--- src/rtl/instr_fetch_unit.sv ---
// instr_fetch_unit: sequential instruction fetch over a req/gnt/rvalid port with a DEPTH-entry
// instruction FIFO; a redirect flushes the FIFO and discards responses already in flight.
module instr_fetch_unit #(
   parameter int ADDR_W = 32,
   parameter logic [ADDR_W-1:0] BOOT_ADDR = 32'h0000_0000,
   parameter int DEPTH = 4
) (
   input  logic              clk_i,
   input  logic              rst_i,
   input  logic              redirect_i,
   input  logic [ADDR_W-1:0] redirect_addr_i,
   output logic              req_o,
   output logic [ADDR_W-1:0] addr_o,
   input  logic              gnt_i,
   input  logic              rvalid_i,
   input  logic [31:0]       rdata_i,
   output logic              instr_valid_o,
   input  logic              instr_ready_i,
   output logic [31:0]       instr_o,
   output logic [ADDR_W-1:0] instr_pc_o
);
   localparam int PW = $clog2(DEPTH);
   localparam int CW = PW + 1;
   localparam logic [CW:0] LIMIT = DEPTH;
   logic [ADDR_W-1:0] fetch_pc;
   logic [31:0] instr_mem [DEPTH];
   logic [ADDR_W-1:0] pc_mem [DEPTH];
   logic [ADDR_W-1:0] pcq [DEPTH];
   logic [PW-1:0] rd_ptr, wr_ptr, pq_rd, pq_wr;
   logic [CW-1:0] occ, live, drop;
   logic grant, discard, keep, push, pop;
   always_comb begin
      req_o = !rst_i && ({1'b0, occ} + {1'b0, live} < LIMIT) && ({1'b0, live} + {1'b0, drop} < LIMIT);
      addr_o = fetch_pc;
      grant = req_o && gnt_i;
      discard = rvalid_i && drop != '0;
      keep = rvalid_i && drop == '0 && live != '0;
      push = keep && !redirect_i;
      instr_valid_o = occ != '0;
      pop = instr_valid_o && instr_ready_i;
      instr_o = instr_valid_o ? instr_mem[rd_ptr] : '0;
      instr_pc_o = instr_valid_o ? pc_mem[rd_ptr] : '0;
   end
   always_ff @(posedge clk_i or posedge rst_i)
      if (rst_i) begin
         fetch_pc <= BOOT_ADDR;
         occ <= '0;
         live <= '0;
         drop <= '0;
         rd_ptr <= '0;
         wr_ptr <= '0;
         pq_rd <= '0;
         pq_wr <= '0;
      end else if (redirect_i) begin
         // everything granted so far, plus a grant this cycle, is now stale
         fetch_pc <= redirect_addr_i & ~ADDR_W'(3);
         occ <= '0;
         live <= '0;
         drop <= drop + live + CW'(grant) - CW'(discard || keep);
         rd_ptr <= '0;
         wr_ptr <= '0;
         pq_rd <= '0;
         pq_wr <= '0;
      end else begin
         if (grant) fetch_pc <= fetch_pc + ADDR_W'(4);
         if (grant) pq_wr <= pq_wr + PW'(1);
         if (push) pq_rd <= pq_rd + PW'(1);
         if (push) wr_ptr <= wr_ptr + PW'(1);
         if (pop) rd_ptr <= rd_ptr + PW'(1);
         occ <= occ + CW'(push) - CW'(pop);
         live <= live + CW'(grant) - CW'(keep);
         drop <= drop - CW'(discard);
      end
   // storage needs no reset: occ gates every read
   always_ff @(posedge clk_i) begin
      if (push) begin
         instr_mem[wr_ptr] <= rdata_i;
         pc_mem[wr_ptr] <= pcq[pq_rd];
      end
      if (grant && !redirect_i) pcq[pq_wr] <= fetch_pc;
   end
   assert property (@(posedge clk_i) disable iff (rst_i) rvalid_i |-> (live != '0 || drop != '0));
endmodule

--- config.mk ---
export PLATFORM = sky130hd
export DESIGN_NAME = instr_fetch_unit
export DESIGN_NICKNAME = d
export VERILOG_FILES = /design/src/rtl/instr_fetch_unit.sv
export SDC_FILE = /design/constraint.sdc
export NUM_CORES = 1
export LEC_CHECK = 0
export CAP_MARGIN = 10
export CELL_PAD_IN_SITES_DETAIL_PLACEMENT = 1
export CELL_PAD_IN_SITES_GLOBAL_PLACEMENT = 1
export CORE_MARGIN = 2
export CORE_UTILIZATION = 45
export CTS_BUF_LIST = sky130_fd_sc_hd__clkbuf_8
export DETAILED_ROUTE_END_ITERATION = 6
export PLACE_DENSITY = 0.78
export SLEW_MARGIN = 25
export SYNTH_ARGS = -nofsm -noshare
export SYNTH_HDL_FRONTEND = slang
export SYNTH_SLANG_ARGS = --single-unit
--- constraint.sdc ---
create_clock -name clk_i -period 4.7 [get_ports clk_i]
set_input_delay 0.47 -clock clk_i [delete_from_list [all_inputs] [get_ports clk_i]]
set_output_delay 0.47 -clock clk_i [all_outputs]
set_load 0.05 [all_outputs]
Word level (Yosys, flattened, before mapping)
Memories as Yosys holds them, arrays and structs flattened.
Cells that the tools add are included.
{ "totals": {"register_bits": 49, "mem_bits_rw": 384, "input_bits": 70, "memories": 3} }
{ "mem_list": {"columns": ["memory", "depth", "width", "read_ports", "rd_clocked_by_memory_dff", "write_ports", "line_no", "rtl"], "rows": [
  ["instr_mem", 4, 32, 1, 0, 1, "26", "logic [31:0] instr_mem [DEPTH];"],
  ["pc_mem", 4, 32, 1, 0, 1, "27", "logic [ADDR_W-1:0] pc_mem [DEPTH];"],
  ["pcq", 4, 32, 1, 0, 1, "28", "logic [ADDR_W-1:0] pcq [DEPTH];"]
]} }
{ "op_classes": {"addsub": 15, "n_lt_le_gt_ge": 2, "mux": 19, "n_reduce_logical": 19} }
{ "op_table": {"columns": ["operator", "n"], "rows": [
  ["$mux 32", 4],
  ["$add 32x3->32 const B", 1],
  ["$mux 2", 8],
  ["$sub 3x1->3", 4],
  ["$add 3x1->3", 3],
  ["$logic_and 1x1->1", 9],
  ["$mux 3", 3],
  ["$reduce_bool 3->1", 3],
  ["$add 2x1->2 const B", 4],
  ["$add 3x3->4", 2],
  ["$lt 4x3->1 const B", 2],
  ["$reduce_bool 2->1", 3],
  ["$mux 1", 4],
  ["$add 3x3->3", 1],
  ["$logic_not 3->1", 1],
  ["$logic_not 1->1", 2],
  ["$logic_or 1x1->1", 1]
]} }

Depth between registers and ports, before layout
Gate-level depths: netlist of run 1.
{ "logic_depth": {"word_depth": 8, "ltp_mapped": 12, "depth_no_buf": 11} }

Least setup slack after synthesis of run 1
Ideal clock, no wire load.
{ "synth_timing": {"path_kind": "register to register", "from": "reg drop[0]", "to": "mem instr_mem[0][0] (enable)", "setup_time_ps": 427, "t_arrival_ps": 2780, "path_slack_ps": 1493, "stages_incl_launch_ff": 6, "n_path_buf": 1, "path_cell_list": "dfrtp_1 -> nor3_1 -> and3b_1 -> clkbuf_1 -> nor2b_1 -> and2_1"} }
{ "synth_between": {"elab_chain_len": 6} }
{ "synth_rtl": {"columns": ["item", "line_no", "rtl"], "rows": [
  ["from (decl)", "30", "logic [CW-1:0] occ, live, drop;"],
  ["from (signal assigned)", "59", "drop <= drop + live + CW'(grant) - CW'(discard || keep);"],
  ["from (signal assigned)", "72", "drop <= drop - CW'(discard);"],
  ["$logic_not 3->1", "37", "keep = rvalid_i && drop == '0 && live != '0;"],
  ["$logic_and 1x1->1 (2 in a row)", "37", null],
  ["$logic_and 1x1->1", "38", "push = keep && !redirect_i;"],
  ["$mux 1", "76", "if (push) begin"],
  ["$mux 1 (implied by the code)", "77", "instr_mem[wr_ptr] <= rdata_i;"],
  ["to (decl)", "26", null]
]} }
Every way passes these cells.

Final worst setup path of run 1
{ "layout_timing": {"from": "reg rd_ptr[0]", "to": "out instr_o[2]"} }
{ "layout_between": {"elab_chain_len": 2} }
{ "layout_rtl": {"columns": ["item", "line_no", "rtl"], "rows": [
  ["from (decl)", "29", "logic [PW-1:0] rd_ptr, wr_ptr, pq_rd, pq_wr;"],
  ["from (signal assigned)", "69", "if (pop) rd_ptr <= rd_ptr + PW'(1);"],
  ["$mem_v2 4x32", null, null],
  ["$mux 32", "41", "instr_o = instr_valid_o ? instr_mem[rd_ptr] : '0;"],
  ["to (decl)", "19", "output logic [31:0] instr_o,"]
]} }
Every way passes these cells.

==> out/qor.yml, run 1 <==
status:
  status: "complete, no violations"
critical_path:
  crit_fanout: 26
  path_class: "flop to output port"
  critPathBufInv: 2
  max_stage_delay_ns: 0.78
  cp.required_ns: 4.23
  startpoint_type: "flop"
  cp_data_arrival_time_ns: 3.31
  worstPathCellList: "buf_4 -> mux4_2 -> and2_1 -> clkdlybuf4s50_1"
  cp_top_family: "buffers and inverters"
  end_kind: "output port"
  slowest_stage: "dfrtp_4"
routing:
  viasPerCell: 5.32
  routedWlPerCell_um: 21.4
  drtAntennaViolNets: 0
  drc: 0
  routed_wirelength_um: 34000
  dr.pass1.iters: 4
  drt_iter0_drc: 394
  vias: 8469
floorplan:
  die-height_um: 196
  fp.coreArea_sq_um: 36500
  fp.dieW_um: 196
  rows: 70
  initial_core_util_pct: 45.6
  io_pins: 168
  die-area_sq_um: 38600
finish:
  final_nets: 1168
  register_area_sq_um: 12200
  area_delta_synth_final_pct: 20.3
  post-route-util_pct: 54.9
  fill_cells: 3337
  multiInputGateArea_sq_um: 4140
  num_antenna_cells: 0
  fin_cells: 1592
  final_layout_size_suffix_gt1_share_pct: 19.5
  final_area_sq_um: 20000
clock_tree:
  cts_sinks: 415
  root_buffer: "clkbuf_8"
  cts.path.max_buffers: 3
  post_cts.repair.setup_buffers: 0
  holdBufCountCts: 0
  cts.htree.levels: 3
  cts_tree: "built"
  cts_resized: 0
  clkSlewWorstSetupHoldPaths_ns: 0.06
  cts_buffers: 71
  insertion_delay_ns: 0.60
sta:
  rsz0062_at_grt: "no"
  fin_ws_ns: 0.918
  fin_tns_setup_ns: 0
  slew_headroom_pct: 33.7
  worstMarginPinSlew_ns: 0.994
  finalSetupViolCount: 0
  final.setup_skew_ns: 0.0230
  slew_viol_final: 0
  fin_hold_ws_ns: 0.391
  period_needed_ns: 3.78
  hold_violations: 0
  fmax_mhz: 264
  period_share_pct: 80.5
global_route:
  grt_pass1_wl_um: 54400
  grt.total_usage_pct: 18.5
  grt_start_max_net_pins: 63
  antenna_found_initial: 0
  grt_pass1_vias: 9498
  grt_overflow: 0
power_and_ir_drop:
  power_mw: 10.8
  vdd_drop_max_mv: 0.216
  power_leakage_nw: 6.69
  power_density_nw_per_um2: 537
synthesis:
  ys_ff_latch: 415
  ys_seq_area_share_pct: 73.4
  netlist_instances: 868
  syn_area_sq_um: 16700
  synth_common_cells: "edfxtp_1, mux4_2, and2_1, dfrtp_1, nand2_1"
  synth_area_leaders: "edfxtp_1, mux4_2, dfrtp_1"
  synth_edf_count: 368
  avgSynthCellArea_sq_um: 19.2
  yosysWarnings: 0
  synthArstFlopShare_pct: 11.3
  synth_most_common_cell: "edfxtp_1"
  yosysUniqueCellTypes: 41
  synth_top_area_cell: "edfxtp_1"
  yosysTopAreaCellShare_pct: 66.3
  synth_ff_type: "edfxtp_1"
job:
  cap_violations: 0
placed_design:
  portBuffers: 161
  routabilityCongestion: 0.752
  dpl.cell_count: 1467
  hpwl_um: 20800
  place_area_sq_um: 18800
  pre_cts_ws_ns: 1.45
min_path:
  hp-class: "input port to async pin"
report_power, final:
group	internal (mW)	switching, mW
combinational	1.33	2.17
sequential	4.17	0.205
clock	1.47	1.41
total	6.98	3.78
area by class of cell:
type / count / share of cell area, %
repair buffers: 177 / 8.78
well taps: 468 / 2.92
multi-input cells: 387 / 20.6
inverters: 21 / 0.393
clock inverters: 53 / 1.35
flip-flops and latches: 415 / 61.0
clock buffers: 71 / 4.88
final timing paths:
kind / start / to / slack [ns] / cells past startpoint
setup reg to reg: live[1]$_DFF_PP0_ / pcq[3][28]$_DFFE_PP_ / 1.65 / 8
min in group clk_i: redirect_i / pq_wr[0]$_DFFE_PP0N_ / 0.42 / 2
setup / recovery: rd_ptr[0]$_DFFE_PP0P_ / instr_o[2] / 0.92 / 4
max in group asynchronous: rst_i / rd_ptr[0]$_DFFE_PP0P_ / 3.83 / 3
hold / removal: rst_i / occ[2]$_DFF_PP0_ / 0.39 / 3
hold reg to reg: pq_rd[1]$_DFFE_PP0P_ / pq_rd[1]$_DFFE_PP0P_ / 0.57 / 2
flip-flops by register name, indices dropped and copies added (netlist names), 3 cells and up:
signal     count
instr_mem    128
pcq          120
addr_o        30
pc_mem       120
occ            3
drop           3
live           3
logic make-up after synthesis:
group,count (synthesis),share of synthesized area [%]
flip-flops,415,73.4
AND/OR/NAND/NOR,183,6.29
multiplexers,101,13.0
buffers and inverters,69,1.90
XOR/XNOR,41,2.16
AO/OA/AOI/OAI,33,1.14
adder cells (fa/ha/maj),25,2.06
other,1,0.0225
worst register-to-register path, cell delays in order, from the launching register on:
cell	delay [ns]
dfrtp_1	0.48
inv_1	0.08
ha_1	0.32
a22oi_1	0.23
o2111ai_2	0.15
buf_4	0.23
nor2_1	0.22
and2_1	0.58
buf_4	0.42
cell usage in the layout (no fill, tap or decap), types with 2 or more instances in the layout:
master           instances
edfxtp_1               368
fa_1                     4
nor2_1                  16
inv_1                   42
inv_6                    4
clkbuf_8                71
clkdlybuf4s50_1        160
a21oi_1                  2
dfrtp_1                 44
and4_1                   5
and2_4                   4
nor2b_1                  5
xor2_1                  24
nand4_1                 15
buf_4                   14
and3_1                   6
dfrtp_2                  2
a22oi_1                  2
mux4_2                  92
and2_1                  69
clkinv_2                11
xnor2_1                 17
o21ai_0                 25
clkinv_1                12
nor4_1                   7
ha_1                    21
nand2_1                 32
nand3_1                 11
clkinvlp_4               3
mux2i_1                  3
mux2_2                   6
conb_1                   4
nor3_1                   4
routing by layer:
| layer | share of wire (%) | track usage [%] | routed length [um] | vias to the layer above |
|---|---|---|---|---|
| met4 | 1.7 | 5.70 | 566 | 0 |
| met5 | 0 | 0 | 0 | - |
| li1 | - | - | - | 3799 |
| met2 | 49 | 30.5 | 16700 | 253 |
| met1 | 43 | 25.0 | 14700 | 4360 |
| met3 | 5.9 | 3.87 | 2000 | 57 |
No activity file was read; power rests on OpenSTA's default activity.
==> inputs of run 2 (changes only) <==
PLACE_DENSITY = 0.81   (was 0.78)
clock period = 3.43 ns   (was 4.7 ns; I/O delays follow)
==> run 2 against run 1 <==
Compared with the run above:
- cell count is 0.44% higher
- clock-buffer cell count is 5 higher
- via count is 0.39% higher
- die area stayed put
- critical path depth stayed put
- non-clock buffer count is 12 higher
- routed wire length is 2.3% higher
==> out/qor.yml, run 2 (synthesized netlist as in run 1, its figures left out) <==
sta:
  final.setup_skew_ns: 0.0313
  rsz0062_at_grt: "no"
  worstMarginPinSlew_ns: 0.906
  slew_headroom_pct: 39.5
  fmax_mhz: 308
  period_needed_ns: 3.24
  period_share_pct: 94.6
  slew_viol_final: 0
  fin_tns_setup_ns: 0
  finalSetupViolCount: 0
  hold_violations: 0
power_and_ir_drop:
  power_mw: 15.0
  p_switching_mw: 5.12
  p_int_mw: 9.84
  vdd_drop_max_mv: 0.348
  switching_share_pct: 34.2
  power_density_nw_per_um2: 736
  power_leakage_nw: 6.80
  power_frac_comb_pct: 32.5
  clkPwrFrac_pct: 27.8
  p_seq_share_pct: 39.6
routing:
  dr.pass1.iters: 5
  drt_iter0_drc: 330
  routedWlPerCell_um: 21.8
  vias: 8502
  drtAntennaViolNets: 0
  viasPerCell: 5.32
  drc: 0
  routed_wirelength_um: 34800
critical_path:
  cp.required_ns: 3.09
  cp_data_arrival_time_ns: 2.90
  crit_fanout: 14
  end_kind: "output port"
  r2r-start: "drop[0]$_DFF_PP0_"
  startpoint_type: "flop"
  cp-endpoint: "instr_pc_o[29]"
  worstReg2RegEnd: "occ[2]$_DFF_PP0_"
  path_class: "flop to output port"
  cp-startpoint: "rd_ptr[0]$_DFFE_PP0P_"
  r2r_cells: 11
  rrSetupSlack_ns: 0.68
finish:
  largest_reg_flops: 128
  fill_cells: 3295
  reg_top3: "instr_mem x128, pc_mem x120, pcq x120"
  largest-register: "instr_mem"
  layout_commonest_cell: "edfxtp_1"
  final_layout_size_suffix_gt1_share_pct: 20.3
  num_antenna_cells: 0
  area_delta_synth_final_pct: 22.0
  post-route-util_pct: 55.7
  final_nets: 1176
  final_cell_mix: "edfxtp_1, clkdlybuf4s50_1, mux4_2"
floorplan:
  die-height_um: 196
  initial_core_util_pct: 45.6
  die-area_sq_um: 38600
  io_pins: 168
  fp.coreArea_sq_um: 36500
  rows: 70
  fp.dieW_um: 196
status:
  status: "complete, no violations"
global_route:
  grt_overflow: 0
  grt_start_max_net_pins: 75
  grt_pass1_wl_um: 55000
  grt.total_usage_pct: 18.8
  antenna_found_initial: 0
  grt_pass1_vias: 9592
job:
  cap_violations: 0
placed_design:
  portBuffers: 161
  hpwl_um: 22300
  routabilityCongestion: 0.761
clock_tree:
  cts_resized: 0
  root_buffer: "clkbuf_8"
  cts.path.max_buffers: 3
  cts.htree.levels: 3
  clkSlewWorstSetupHoldPaths_ns: 0.07
  insertion_delay_ns: 0.60
  holdBufCountCts: 0
  cts_buffers: 67
  cts_sinks: 415
  post_cts.repair.setup_buffers: 0
  cts_tree: "built"
min_path:
  hp-class: "input port to async pin"
-- run 2: cell types whose count changed in the layout (fill, tap and decap cells not counted), sizes merged --
| cell | before | now |
|---|---|---|
| buf | 17 | 29 |
| inv | 47 | 43 |
| clkinv | 23 | 17 |
| bufinv | 1 | 3 |
| clkinvlp | 3 | 1 |
| clkbuf | 71 | 76 |
-- run 2: final cells by class --
cell class | instances | area, sq um | area share [%]
sequential | 415 | 12200 | 60.2
clock buffer | 76 | 1050 | 5.15
tap | 468 | 586 | 2.88
inverter | 21 | 78.8 | 0.388
timing repair buffer | 189 | 1980 | 9.74
multi-input combinational | 387 | 4140 | 20.4
clock inverter | 43 | 267 | 1.31
-- run 2: metrics by stage --
step	setup WS, ns	hold slack (ns)	std cells	area (sq um)
2_1_floorplan	0.223	0.442	871	16700
3_3_place_gp	0.689	0.558	1480	19000
3_5_place_dp	0.602	0.571	1480	19000
4_1_cts	0.0845	0.262	1599	20300
5_1_grt	0.0204	0.305	1599	20300
6_report	0.186	0.296	1599	20300
-- run 2: worst min path at each step --
stage	cells after the start	endpoint	slack [ns]	start
after floorplan	0	instr_mem[0][0]$_DFFE_PP_	0.44	rdata_i[0]
after global routing	3	addr_o[2]$_DFFE_PP0N_	0.30	redirect_addr_i[2]
after global placement	0	pcq[2][29]$_DFFE_PP_	0.56	addr_o[29]$_DFFE_PP0N_
final	2	addr_o[13]$_DFFE_PP0N_	0.30	rst_i
after detailed placement	0	pcq[2][29]$_DFFE_PP_	0.57	addr_o[29]$_DFFE_PP0N_
after CTS	3	addr_o[12]$_DFFE_PP0N_	0.26	redirect_addr_i[12]
-- run 2: power by group through the flow --
stage / registers (mW) / clock network (mW) / logic, mW
after global placement: 6.01 / 0 / 4.88
after detailed placement: 6.03 / 0 / 4.94
final: 5.93 / 4.17 / 4.87
after global routing: 5.96 / 4.50 / 5.18
after CTS: 5.93 / 4.29 / 4.97
after floorplan: 6.05 / 0 / 3.30
-- run 2: critical path, stage by stage (launching register included) --
cell             delay (ns)
dfrtp_4                0.54
buf_4                  0.34
mux4_2                 0.54
and2_1                 0.17
clkdlybuf4s50_1        0.72
-- run 2: routing by layer --
layer  up-vias  GRT usage (%)  wire length [um]
met5         -              0                 0
met4         0           6.03               639
met3        57           3.92              1880
met2       236           31.5             17300
met1      4392           24.8             15000
li1       3817              -                 -
